### config.mk
export PLATFORM = sky130hd
export DESIGN_NAME = fetch_unit
export DESIGN_NICKNAME = d
export VERILOG_FILES = /design/src/rtl/rv32i_pkg.sv /design/src/rtl/inst_fifo.sv /design/src/rtl/fetch_unit.sv
export SDC_FILE = /design/constraint.sdc
export NUM_CORES = 1
export LEC_CHECK = 0
export BUFFER_PORTS_ARGS = -buffer_cell sky130_fd_sc_hd__buf_4
export CAP_MARGIN = 15
export CELL_PAD_IN_SITES_DETAIL_PLACEMENT = 1
export CELL_PAD_IN_SITES_GLOBAL_PLACEMENT = 1
export CORE_UTILIZATION = 44
export DETAILED_ROUTE_END_ITERATION = 8
export PLACE_DENSITY_LB_ADDON = 0.1
export SLEW_MARGIN = 20
export SYNTH_ARGS = -nofsm -noshare
export SYNTH_HDL_FRONTEND = slang
export SYNTH_SLANG_ARGS = --single-unit
### constraint.sdc
create_clock -name clk -period 4.92 [get_ports clk]
set_input_delay 0 -clock clk [delete_from_list [all_inputs] [get_ports clk]]
set_output_delay 0 -clock clk [all_outputs]
set_load 0.01 [all_outputs]
### src/rtl/rv32i_pkg.sv
// ---------------------------------------------------------------------------
// rv32i_pkg
// Shared definitions for the RV32I front end: data width, the canonical NOP,
// the default reset PC, the fetch state encoding and the instruction buffer
// entry layout. Also provides the PC alignment helper.
// ---------------------------------------------------------------------------
package rv32i_pkg;

  localparam int          XLEN             = 32;
  localparam logic [31:0] NOP_INST         = 32'h0000_0013;
  localparam logic [31:0] RESET_PC_DEFAULT = 32'h0000_0000;

  // Fetch engine states: no read outstanding / live read outstanding /
  // stale read outstanding that must be swallowed.
  typedef enum logic [1:0] {
    IDLE = 2'd0,
    WAIT = 2'd1,
    DROP = 2'd2
  } fetch_state_e;

  // One buffered instruction together with the address it was fetched from.
  typedef struct packed {
    logic [XLEN-1:0] inst;
    logic [XLEN-1:0] pc;
  } fetch_entry_t;

  // Word-align an address by clearing its two low bits.
  function automatic logic [XLEN-1:0] align_pc(input logic [XLEN-1:0] addr);
    return {addr[XLEN-1:2], 2'b00};
  endfunction

endpackage

### src/rtl/inst_fifo.sv
// ---------------------------------------------------------------------------
// inst_fifo
// Synchronous FIFO of fetch entries ({instruction, pc}) between the fetch
// engine and the decoder. Flush empties the FIFO and wins over a same-cycle
// push or pop. A push while full is accepted only together with a pop.
// Ports:
//   clk, rst      : clock, synchronous active-high reset
//   push_i/wdata_i: write an entry
//   pop_i         : retire the head entry
//   flush_i       : discard all entries
//   head_o        : entry at the head (storage reset to NOP / pc 0)
//   count_o       : current occupancy
//   full_o/empty_o: registered occupancy flags
// ---------------------------------------------------------------------------
module inst_fifo
  import rv32i_pkg::*;
#(
  parameter int DEPTH = 2
) (
  input  logic                     clk,
  input  logic                     rst,
  input  logic                     push_i,
  input  fetch_entry_t             wdata_i,
  input  logic                     pop_i,
  input  logic                     flush_i,
  output fetch_entry_t             head_o,
  output logic [$clog2(DEPTH):0]   count_o,
  output logic                     full_o,
  output logic                     empty_o
);

  localparam int PW = $clog2(DEPTH);
  localparam int CW = PW + 1;
  localparam logic [CW-1:0] DEPTH_C = CW'(DEPTH);

  fetch_entry_t  mem_q [DEPTH];
  logic [PW-1:0] wr_ptr_q, wr_ptr_d;
  logic [PW-1:0] rd_ptr_q, rd_ptr_d;
  logic [CW-1:0] count_q, count_d;
  logic          full_q, empty_q;
  logic          do_push, do_pop;

  assign do_pop  = pop_i && !empty_q;
  assign do_push = push_i && (!full_q || do_pop);

  // Next pointer/occupancy values; flush overrides everything.
  always_comb begin
    wr_ptr_d = wr_ptr_q;
    rd_ptr_d = rd_ptr_q;
    count_d  = count_q;
    if (flush_i) begin
      wr_ptr_d = {PW{1'b0}};
      rd_ptr_d = {PW{1'b0}};
      count_d  = {CW{1'b0}};
    end else begin
      if (do_push) begin
        wr_ptr_d = wr_ptr_q + PW'(1);
      end else begin
        wr_ptr_d = wr_ptr_q;
      end
      if (do_pop) begin
        rd_ptr_d = rd_ptr_q + PW'(1);
      end else begin
        rd_ptr_d = rd_ptr_q;
      end
      case ({do_push, do_pop})
        2'b10:   count_d = count_q + CW'(1);
        2'b01:   count_d = count_q - CW'(1);
        default: count_d = count_q;
      endcase
    end
  end

  // Storage, pointers and registered flags.
  always_ff @(posedge clk) begin
    if (rst) begin
      wr_ptr_q <= {PW{1'b0}};
      rd_ptr_q <= {PW{1'b0}};
      count_q  <= {CW{1'b0}};
      full_q   <= 1'b0;
      empty_q  <= 1'b1;
      for (int i = 0; i < DEPTH; i++) begin
        mem_q[i] <= '{inst: NOP_INST, pc: 32'h0000_0000};
      end
    end else begin
      wr_ptr_q <= wr_ptr_d;
      rd_ptr_q <= rd_ptr_d;
      count_q  <= count_d;
      full_q   <= (count_d == DEPTH_C);
      empty_q  <= (count_d == {CW{1'b0}});
      if (do_push && !flush_i) begin
        mem_q[wr_ptr_q] <= wdata_i;
      end
    end
  end

  assign head_o  = mem_q[rd_ptr_q];
  assign count_o = count_q;
  assign full_o  = full_q;
  assign empty_o = empty_q;

endmodule

### src/rtl/fetch_unit.sv
// ---------------------------------------------------------------------------
// fetch_unit
// RV32I instruction fetch stage. Owns the PC, issues word reads to
// instruction memory (at most one outstanding), buffers returned words in
// inst_fifo and hands {inst, pc} to the decoder over valid/ready. A redirect
// retargets the PC, flushes the buffer and discards any in-flight response.
//
// Optional feature macro: FETCH_MISALIGN_TRAP_EN
//   defined   : a redirect with redirect_pc[1:0] != 0 sets sticky misalign_err
//               and halts fetch until the next aligned redirect.
//   undefined : the low target bits are dropped and misalign_err is 0.
//
// Ports:
//   clk, rst                          : clock, synchronous active-high reset
//   imem_req/imem_addr/imem_gnt       : memory request port (addr = pc)
//   imem_rvalid/imem_rdata            : in-order read response
//   inst_valid/inst/inst_pc/inst_ready: decoder handshake (registered)
//   redirect_e/redirect_pc            : retarget from execute
//   misalign_err                      : sticky misaligned-redirect flag
// ---------------------------------------------------------------------------
module fetch_unit
  import rv32i_pkg::*;
#(
  parameter logic [31:0] RESET_PC  = RESET_PC_DEFAULT,
  parameter int          BUF_DEPTH = 2
) (
  input  logic        clk,
  input  logic        rst,
  output logic        imem_req,
  output logic [31:0] imem_addr,
  input  logic        imem_gnt,
  input  logic        imem_rvalid,
  input  logic [31:0] imem_rdata,
  output logic        inst_valid,
  output logic [31:0] inst,
  output logic [31:0] inst_pc,
  input  logic        inst_ready,
  input  logic        redirect_e,
  input  logic [31:0] redirect_pc,
  output logic        misalign_err
);

  localparam int CW = $clog2(BUF_DEPTH) + 1;
  localparam logic [CW-1:0] DEPTH_C = CW'(BUF_DEPTH);

  fetch_state_e  state_q, state_d;
  logic [31:0]   pc_q, pc_d;
  logic [31:0]   pend_pc_q, pend_pc_d;
  logic          req_raw, push, flush, pop, halt;
  logic          fifo_full, fifo_empty;
  logic [CW-1:0] count;
  logic [CW:0]   occ_after;
  logic          room_now, room_after_push;
  fetch_entry_t  head;
  fetch_entry_t  wentry;

  assign pop       = inst_valid && inst_ready;
  assign room_now  = !fifo_full;
  // Occupancy after this cycle's response push and any decoder pop; lets a
  // single-cycle memory sustain one instruction per cycle.
  assign occ_after = {1'b0, count} + {{CW{1'b0}}, 1'b1} - {{CW{1'b0}}, pop};
  assign room_after_push = (occ_after < {1'b0, DEPTH_C});

`ifdef FETCH_MISALIGN_TRAP_EN
  logic halt_q;
  logic misalign_q;
  logic redir_misaligned;

  assign redir_misaligned = (redirect_pc[1:0] != 2'b00);

  // Halt latch and sticky error; every redirect re-decides the halt.
  always_ff @(posedge clk) begin
    if (rst) begin
      halt_q     <= 1'b0;
      misalign_q <= 1'b0;
    end else if (redirect_e) begin
      halt_q     <= redir_misaligned;
      misalign_q <= misalign_q | redir_misaligned;
    end else begin
      halt_q     <= halt_q;
      misalign_q <= misalign_q;
    end
  end

  assign halt         = halt_q;
  assign misalign_err = misalign_q;
`else
  assign halt         = 1'b0;
  assign misalign_err = 1'b0;
`endif

  // Fetch engine: request generation, response push and state/PC update.
  always_comb begin
    state_d   = state_q;
    pc_d      = pc_q;
    pend_pc_d = pend_pc_q;
    req_raw   = 1'b0;
    push      = 1'b0;
    flush     = 1'b0;
    if (redirect_e) begin
      // A response landing in this cycle completes the old read, so only a
      // still-pending read leaves something to swallow.
      flush = 1'b1;
      pc_d  = align_pc(redirect_pc);
      if ((state_q != IDLE) && !imem_rvalid) begin
        state_d = DROP;
      end else begin
        state_d = IDLE;
      end
    end else if (halt) begin
      // Halted: let a stale read drain, never issue new ones.
      if ((state_q != IDLE) && imem_rvalid) begin
        state_d = IDLE;
      end else begin
        state_d = state_q;
      end
    end else begin
      case (state_q)
        IDLE: req_raw = room_now;
        WAIT: begin
          if (imem_rvalid) begin
            push    = 1'b1;
            req_raw = room_after_push;
          end else begin
            req_raw = 1'b0;
          end
        end
        DROP: begin
          if (imem_rvalid) begin
            req_raw = room_now;
          end else begin
            req_raw = 1'b0;
          end
        end
        default: req_raw = 1'b0;
      endcase
      if (req_raw && imem_gnt) begin
        state_d   = WAIT;
        pend_pc_d = pc_q;
        pc_d      = pc_q + 32'd4;
      end else if ((state_q != IDLE) && imem_rvalid) begin
        state_d = IDLE;
      end else begin
        state_d = state_q;
      end
    end
  end

  // State, PC and pending-address registers.
  always_ff @(posedge clk) begin
    if (rst) begin
      state_q   <= IDLE;
      pc_q      <= RESET_PC;
      pend_pc_q <= 32'h0000_0000;
    end else begin
      state_q   <= state_d;
      pc_q      <= pc_d;
      pend_pc_q <= pend_pc_d;
    end
  end

  assign imem_req  = req_raw && !rst;
  assign imem_addr = pc_q;
  assign wentry    = '{inst: imem_rdata, pc: pend_pc_q};

  inst_fifo #(
    .DEPTH (BUF_DEPTH)
  ) u_fifo (
    .clk     (clk),
    .rst     (rst),
    .push_i  (push),
    .wdata_i (wentry),
    .pop_i   (pop),
    .flush_i (flush),
    .head_o  (head),
    .count_o (count),
    .full_o  (fifo_full),
    .empty_o (fifo_empty)
  );

  assign inst_valid = !fifo_empty;
  assign inst       = head.inst;
  assign inst_pc    = head.pc;

endmodule

## After elaboration in Yosys (flattened, before gate mapping)

Memories as Yosys holds them, arrays and structs flattened. A register that Yosys moved wholly into a read port is not among the register bits.
Cells that the tools add are included.

| cells by class | value |
|---|---|
| multiply operators | 0 |
| add/sub/neg operators | 7 |
| reductions and logical operators | 23 |
| bitwise logic cells | 1 |
| order comparisons | 1 |
| shifts and indexed selects | 0 |
| equality and inequality tests | 5 |
| divide/modulo/power cells | 0 |
| muxes and demuxes | 27 |

Operator list:

| cell | count |
|---|---|
| 32-bit 2-to-1 mux | 2 |
| 64-bit 2-to-1 mux | 1 |
| 64-bit OR reduction | 1 |
| 32-bit by 3-bit adder with 32-bit output, second input constant | 1 |
| 1-bit 2-to-1 mux | 17 |
| 2-bit 2-to-1 mux | 5 |
| 1-bit logical AND | 8 |
| 2-bit equality test, second input constant | 3 |
| 1-bit zero test | 5 |
| 2-bit by 1-bit equality test with 1-bit output, second input constant | 2 |
| 2-bit zero test | 2 |
| 2-bit one-hot mux with 2 select lines | 1 |
| 2-bit nonzero test | 2 |
| 2-bit OR reduction | 2 |
| 2-bit by 1-bit adder with 3-bit output, second input constant | 1 |
| 3-bit by 2-bit less-than comparator with 1-bit output, second input constant | 1 |
| 1-bit one-hot mux with 3 select lines | 1 |
| 3-bit nonzero test | 1 |
| 3-bit by 1-bit subtractor with 3-bit output | 1 |
| 1-bit adder, second input constant | 2 |
| 2-bit by 1-bit adder with 2-bit output, second input constant | 1 |
| 2-bit AND reduction | 1 |
| 2-bit by 1-bit subtractor with 2-bit output, second input constant | 1 |
| 1-bit logical OR | 1 |
| 1-bit inverter | 1 |

| storage, ports and cells | value |
|---|---|
| memory bits (read-only) | 0 |
| bits in latches | 0 |
| RAM bits | 128 |
| memories | 1 |
| register bits after elaboration | 72 |
| output and inout port bits | 99 |

Memory list:

| memory | depth | width | rd ports | clocked after Yosys merged registers in | wr ports | line | text |
|---|---|---|---|---|---|---|---|
| u_fifo.mem_q | 2 | 64 | 1 | 1 | 2 | inst_fifo.sv:36 | `fetch_entry_t mem_q [DEPTH];` |

## Longest topological paths before layout

Gate-level depths: netlist (run 1).

| depth | value |
|---|---|
| depth after elaboration | 11 |
| mapped depth | 10 |
| gate-level depth less buffers | 9 |

## Hierarchy

Synthesis (run 1) repeated with hierarchy kept, for this count alone.

| second synthesis, totals | value |
|---|---|
| cell total of the unflattened synthesis | 763 |
| area, all modules | 8,959.8 um2 |

Modules (own cells, without submodules):

| module | instances | cells each | area an instance (um2) | sequential area each (um2) |
|---|---|---|---|---|
| inst_fifo | 1 | 378 | 5,873.1 | 3,983.8 |
| fetch_unit | 1 | 385 | 3,086.7 | 1,241.2 |

## Least setup slack after synthesis (run 1)

OpenSTA, ideal clock, no wires.

| timing | value |
|---|---|
| path kind | register to register |
| start | reg u_fifo.empty_q (netlist: u_fifo.empty_o) |
| end | mem u_fifo.mem_q[0][10] (netlist name) (enable) |
| period minus slack after synthesis | 4.205 ns |
| arrival | 3.710 ns |
| path slack | 0.715 ns |
| stages on the path, launching flop included | 6 |
| path buffers | 0 |
| path through | dfxtp_1 -> nand2b_4 -> nand2_1 -> and4b_1 -> inv_2 -> o21bai_1 |

RTL lines:

| element | line | text |
|---|---|---|
| start: declaration | inst_fifo.sv:40 | `logic full_q, empty_q;` |
| start signal: assignment | inst_fifo.sv:90 | `empty_q <= (count_d == {CW{1'b0}});` |
| end: declaration | inst_fifo.sv:36 |  |

## Worst setup path after layout (run 1)

| timing | value |
|---|---|
| start | reg state_q[1] |
| end | reg pc_q[9] (netlist: imem_addr[9]) |

| between the ends | value |
|---|---|
| cells in the longest elaborated chain, start to end | 5 |
| elaborated cells between the ends (all ways) | 7 |
| those cells by class | eq/ne (2); mux (2); reduce/logical (3) |

RTL lines:

| element | line | text |
|---|---|---|
| start: declaration | fetch_unit.sv:46 | `fetch_state_e state_q, state_d;` |
| start signal: assignment | fetch_unit.sv:156 | `state_q <= state_d;` |
| 2-bit equality test (tied with other cells) | fetch_unit.sv:118 | `case (state_q)` |
| 1-bit one-hot mux with 3 select lines (*) | fetch_unit.sv:118 |  |
| 1-bit 2-to-1 mux (*) | fetch_unit.sv:100 | `if (redirect_e) begin` |
| 1-bit logical AND (*) | fetch_unit.sv:137 | `if (req_raw && imem_gnt) begin` |
| 2-bit nonzero test (no source line) (*) | -- |  |
| end signal: assignment | fetch_unit.sv:157 | `pc_q <= pc_d;` |
| end: declaration | fetch_unit.sv:47 | `logic [31:0] pc_q, pc_d;` |

Mark *: on every way between the ends. The rest lies on a longest branch, timed or not. The select of a mux whose other input is x is not followed.
A chain may end at the register's enable or synchronous reset.

==> impl_metrics.py, run 1 <==
metrics = {
    "synthesis": {
        "ys_types": 59,
        "yosys_warnings": 0,
        "async_flop_share": 0,
        "syn_inst": 751,
        "yosys.area.top_type": "edfxtp_1",
        "ys_seq_area_frac": 0.591,
        "yosysMostFrequentCell": "edfxtp_1",
        "synth_top_flop_cell": "edfxtp_1",
        "synth_area_um2": 8630,
        "avgSynthCellArea_um2": 11.5,
        "synth-edff-count": 124,
        "synth.top_cell.area_share": 0.431,
        "netlist_top_cells_area": "edfxtp_1 (43%), dfxtp_1 (16%), and2_1 (8.7%)",
        "synth_seq_cells": 193,
        "synth_commonest_cells": "edfxtp_1 (124), and2_1 (120), nand2_1 (83)",
    },
    "run_status": {
        "status": "completed",
    },
    "cts": {
        "cts_tree": "done",
        "path_clk_slew_ns": 0.07,
        "numClockSinks": 193,
        "post_cts_buffers": 0,
        "clockBufferDepth": 2,
        "ctsHoldBuffers": 63,
        "post_cts_resized": 0,
        "clock_latency_ns": 0.42,
        "numCtsBuffers": 17,
        "htreeDepth": 4,
        "cts_root_buffer": "clkbuf_16",
    },
    "global_route": {
        "grt_remaining_overflow": 0,
        "grt_max_degree": 71,
        "grt_pass1_wl_um": 34300,
        "grt_pass1_vias": 6744,
        "track_usage": 0.220,
        "antenna_found_initial": 0,
    },
    "floorplanning": {
        "die_area_um2": 20200,
        "die-width_um": 142,
        "num_rows": 50,
        "coreArea_um2": 19000,
        "boundaryPins": 169,
        "initial_core_util": 0.456,
        "die_y_um": 142,
    },
    "layout": {
        "regArea_um2": 5110,
        "multi_input_comb_area_um2": 3310,
        "n_antenna_cell": 0,
        "area_delta_synth_final_pct": 30.9,
        "drive_gt1_frac": 0.287,
        "fillers": 1972,
        "design_area_um2": 11300,
        "post-route-util": 0.596,
        "layout.nets": 1032,
    },
    "sta": {
        "rsz0062_at_grt": "no",
        "setup_viol": 0,
        "hold_viol": 0,
        "post-route-period-util": 0.608,
        "final_max_slew_viol_count": 0,
        "finClkSkew_ns": 0.00670,
        "worstMarginPinSlew_ns": 1.09,
        "max_freq_ghz": 0.334,
        "hold_ws_ns": 0.0329,
        "post-route-min-period_ns": 2.99,
        "setup_ws_ns": 1.93,
        "finalSetupTns_ns": 0,
        "max-slew-margin-rel": 0.272,
    },
    "routing": {
        "ant_nets": 0,
        "first_iter_violations": 274,
        "routed_wl_um": 21700,
        "drc": 0,
        "dr.pass1.iters": 4,
        "viasPerCell": 5.16,
        "via_count": 6342,
        "wl_per_cell_um": 17.7,
    },
    "pwr": {
        "cellPowerDensity_nw_per_um2": 308,
        "vdd_ir_drop_max_v": 0.000208,
        "power_leakage_nw": 4.41,
    },
    "worst_setup_path": {
        "critical-path-top-delay-family": "compound AO/OA/AOI/OAI gates",
        "crit_chain": "inv_1 > ha_1 > nand2_1 > a211oi_2 > o21a_1 > buf_4 > a21o_1 > a21oi_1 > a21oi_1",
        "crit_buf_inv": 2,
        "critPathMaxStageDelay_ns": 0.90,
        "crit_required_ns": 5.27,
        "cpMostUsedCell": "a21oi_1",
        "crit_type": "reg2reg",
        "worstSetupStartpointType": "flop",
        "path_depth": 9,
        "cp_slowest_cell": "o21a_1",
        "cp_max_fo": 30,
        "worstPathArrival_ns": 3.34,
        "worstRegToRegCells": 9,
        "end_kind": "flop",
    },
    "place": {
        "dp_slack_ns": 1.98,
        "post-dp-hpwl_um": 14100,
        "placed_cell_area_um2": 10100,
        "finalWeightedCongestion": 0.769,
        "io_buffers": 161,
    },
    "worst_hold_path": {
        "hold_class": "in2reg",
        "holdPathStages": 4,
    },
    "flow_run": {
        "cap_violations": 0,
    },
}
[cell type report]
cell class	count	area share
timing repair buffer	232	0.173
clock inverter	12	0.00963
clock buffer	20	0.0395
sequential	193	0.452
multi-input combinational	499	0.293
inverter	13	0.00432
tap	260	0.0288
[path summary, 6_finish.rpt]
kind | slack, ns | to | startpoint
worst max-delay path | 1.93 | imem_addr[9] | state_q[1]
worst min-delay path | 0.03 | imem_addr[30] | redirect_pc[30]
worst max register to register | 1.93 | imem_addr[9] | state_q[1]
worst min register to register | 0.47 | pend_pc_q[12] | pend_pc_q[12]
[placed cells by master (no fill, tap or decap), types with 4 or more instances in the layout]
cell and n:
nand4_1 7, conb_1 5, o21ai_0 9, a31oi_1 5
inv_1 12, dfxtp_1 68, nand2_1 83, xnor2_1 10
and2_1 120, a21o_1 4, a21oi_1 56, clkbuf_16 17
nor3_1 7, nand2b_1 4, edfxtp_1 124, buf_4 166
o21ai_1 5, and3_1 8, dlygate4sd3_1 63, nor2b_1 7
o22ai_1 5, o211ai_1 4, xor2_1 6, nand3_1 10
a22oi_1 8, mux2_2 62, or3_1 8, ha_1 6
nor2_1 19
[kinds of logic (layout without fill, tap and decap cells)]
group / count (synthesis) / count (layout) / synth area share
other: 1 / 5 / 0.000434
AND/OR/NAND/NOR: 295 / 295 / 0.189
multiplexers: 65 / 65 / 0.0843
XOR/XNOR: 16 / 16 / 0.0162
flip-flops: 193 / 193 / 0.591
AO/OA/AOI/OAI: 112 / 112 / 0.0783
buffers and inverters: 63 / 277 / 0.0317
adder cells (fa/ha/maj): 6 / 6 / 0.00869
[power breakdown]
part	internal, W	switching, W
clock	0.000715	0.000599
combinational	0.000172	0.000167
sequential	0.00178	0.0000501
total	0.00267	0.000815
[per-layer routing]
metal  part of all wire  wire length (um)  global-route usage
met1               0.46              9970               0.283
met2               0.49             10700               0.381
met3              0.043               928              0.0417
met4             0.0080               174              0.0532
met5                  0                 0                   0
[tightest hold or removal path, stage by stage]
cell and delay, ns:
buf_4 0.08, a22oi_1 0.09, a21o_1 0.19, o41ai_1 0.05
[flip-flops by register name, summed over array words and instances (netlist names), named ones only]
name	count
u_fifo.mem_q	124
imem_addr	30
pend_pc_q	30
state_q	2
u_fifo.count_o	2
u_fifo.empty_o	1
u_fifo.full_o	1
u_fifo.rd_ptr_q	1
u_fifo.wr_ptr_q	1
[through the flow]
step	cells	power, W
floorplan	755	0.00201
global placement	1131	0.00215
detailed placement	1133	0.00216
CTS	1228	0.00350
global route	1229	0.00361
finish	1229	0.00348
No activity file was read; power rests on OpenSTA's default activity.
==> run 2: changes to the inputs <==
Settings changed: ABC_AREA set to 1, CORE_UTILIZATION 44 to 38.
Clock period 4.92 ns to 2.5 ns, I/O delays scaled along.
==> impl_metrics.py, run 2 <==
metrics = {
    "place": {
        "io_buffers": 161,
        "dp_cells": 1488,
        "post-dp-hpwl_um": 15600,
        "dp_slack_ns": 0.348,
        "finalWeightedCongestion": 0.779,
    },
    "cts": {
        "clockBufferDepth": 2,
        "path_clk_slew_ns": 0.08,
        "numClockSinks": 193,
        "cts_tree": "done",
        "htreeDepth": 4,
        "cts_root_buffer": "clkbuf_16",
        "numCtsBuffers": 17,
        "post_cts_resized": 0,
        "clock_latency_ns": 0.43,
    },
    "worst_setup_path": {
        "crit_chain": "inv_1 > ha_1 > nand2_1 > nor2_1 > nand2_1 > nor2_1 > nand2_2 > nand2_2 > buf_12",
        "regToRegSetupSlack_ns": 0.32,
        "worstRegToRegCells": 9,
        "crit_buf_inv": 2,
        "worstPathArrival_ns": 2.29,
        "end_kind": "flop",
        "path_depth": 9,
        "crit_required_ns": 2.61,
        "cp_max_fo": 40,
        "critical-path-top-delay-family": "simple AND/OR/NAND/NOR gates",
        "critPathMaxStageDelay_ns": 0.34,
        "worstSetupStartpointType": "flop",
        "crit_type": "reg2reg",
        "cp_slowest_cell": "dfxtp_1",
    },
    "global_route": {
        "grt_pass1_wl_um": 38200,
        "antenna_found_initial": 0,
        "grt_pass1_vias": 7521,
        "grt_max_degree": 70,
        "grt_remaining_overflow": 0,
        "track_usage": 0.200,
    },
    "run_status": {
        "status": "completed",
    },
    "floorplanning": {
        "coreArea_um2": 23500,
        "die_y_um": 157,
        "die-width_um": 157,
        "initial_core_util": 0.388,
        "die_area_um2": 24700,
        "num_rows": 56,
        "boundaryPins": 169,
    },
    "routing": {
        "first_iter_violations": 283,
        "dr.pass1.iters": 5,
        "routed_wl_um": 24300,
        "wl_per_cell_um": 15.3,
        "via_count": 7414,
        "drc": 0,
        "viasPerCell": 4.67,
        "ant_nets": 0,
    },
    "layout": {
        "largest_reg_flops": 124,
        "area_delta_synth_final_pct": 31.2,
        "post-route-util": 0.510,
        "largest_register": "u_fifo.mem_q",
        "n_antenna_cell": 0,
        "stdcell_count": 1586,
        "final_common_cell": "nor2_1",
        "layout.nets": 1330,
        "final_cell_mix": "nor2_1 (253), nand2_1 (244), buf_4 (168)",
        "drive_gt1_frac": 0.235,
    },
    "sta": {
        "finClkSkew_ns": 0.0132,
        "final_max_slew_viol_count": 0,
        "setup_viol": 0,
        "post-route-period-util": 0.873,
        "worstMarginPinSlew_ns": 0.503,
        "max_freq_ghz": 0.458,
        "setup_ws_ns": 0.318,
        "max-slew-margin-rel": 0.662,
        "finalSetupTns_ns": 0,
        "rsz0062_at_grt": "no",
        "hold_viol": 0,
        "post-route-min-period_ns": 2.18,
    },
    "synthesis": {
        "avgSynthCellArea_um2": 8.79,
        "synth.top_cell.area_share": 0.407,
        "syn_inst": 1040,
        "synth_commonest_cells": "nor2_1 (253), nand2_1 (248), edfxtp_1 (124)",
        "yosys.area.top_type": "edfxtp_1",
        "netlist_top_cells_area": "edfxtp_1 (41%), dfxtp_1 (15%), nor2_1 (10%)",
        "yosysMostFrequentCell": "nor2_1",
        "ys_types": 33,
        "synth_area_um2": 9150,
        "async_flop_share": 0,
        "ys_seq_area_frac": 0.558,
        "synth-edff-count": 124,
        "synth_top_flop_cell": "edfxtp_1",
        "synth_seq_cells": 193,
        "yosys_warnings": 0,
    },
    "worst_hold_path": {
        "hold_class": "in2reg",
        "holdPathStages": 3,
    },
    "pwr": {
        "power_leakage_nw": 5.23,
        "cellPowerDensity_nw_per_um2": 595,
        "vdd_ir_drop_max_v": 0.000340,
    },
    "flow_run": {
        "cap_violations": 0,
    },
}
[run 2: changes by cell type in the layout (fill, tap and decap cells not counted), moves of 30 or more]
cell,change
nand2_1,+161
nand3_1,+30
inv_1,+87
a21oi_1,-37
and2_1,-119
nor2_1,+234
[run 2: cells by family (layout without fill, tap and decap cells)]
kind of cell | after synthesis | after routing | share of synthesized area
buffers and inverters | 152 | 375 | 0.0676
AOI/OAI and AO/OA | 36 | 36 | 0.0209
DFF | 193 | 193 | 0.558
adders and majority gates | 6 | 6 | 0.00821
and+or+nand+nor | 581 | 581 | 0.260
xor gates and xnor gates | 9 | 9 | 0.00862
muxes | 62 | 62 | 0.0763
other | 1 | 5 | 0.000410
[run 2: worst paths after layout]
kind | end | startpoint
max | u_fifo.mem_q[1][14] | state_q[1]
min reg2reg | u_fifo.rd_ptr_q | u_fifo.rd_ptr_q
min | state_q[1] | redirect_e
max reg2reg | u_fifo.mem_q[1][14] | state_q[1]
[run 2: power by group]
group	internal (W)	total (W)	switching, W	leakage (nW)
Sequential	0.00352	0.00362	0.0000977	1.83
Clock	0.00143	0.00273	0.00130	0.285
Combinational	0.000376	0.000797	0.000421	3.12
[run 2: metal layers]
| metal | GRT usage | wire length (um) | vias up |
|---|---|---|---|
| met5 | 0 | 0 | - |
| met4 | 0.0435 | 205 | 0 |
| met3 | 0.0361 | 850 | 17 |
| met2 | 0.359 | 12000 | 142 |
| met1 | 0.251 | 11300 | 3530 |
| li1 | - | - | 3725 |
[run 2: what timing repair did]
action | CTS | global route
hold buffers | 66 | 0
setup buffers | 0 | 0
endpoints found under the hold margin | 101 | 0
endpoints found under the setup margin | 0 | 0
[run 2: stage by stage]
| step | total power, W | hold slack [ns] | cell area, um^2 |
|---|---|---|---|
| final | 0.00714 | 0.0221 | 12000 |
| after CTS | 0.00721 | 0.0137 | 12000 |
| after global placement | 0.00438 | 0.277 | 10800 |
| after floorplan | 0.00405 | 0.165 | 9170 |
| after detailed placement | 0.00440 | 0.278 | 10800 |
| after global routing | 0.00743 | 0.0376 | 12000 |
[run 2: cell type report]
| class | count | area [um^2] |
|---|---|---|
| Clock buffer | 18 | 429 |
| Clock inverter | 14 | 158 |
| Fill cell | 2742 | 11500 |
| Inverter | 101 | 379 |
| Multi-Input combinational cell | 699 | 3450 |
| Sequential cell | 193 | 5110 |
| Tap cell | 319 | 399 |
| Timing Repair Buffer | 242 | 2080 |
[run 2: tightest hold or removal path, stage by stage]
cell and delay [ns]:
buf_4 0.24, nand2_1 0.12, a21oi_1 0.05
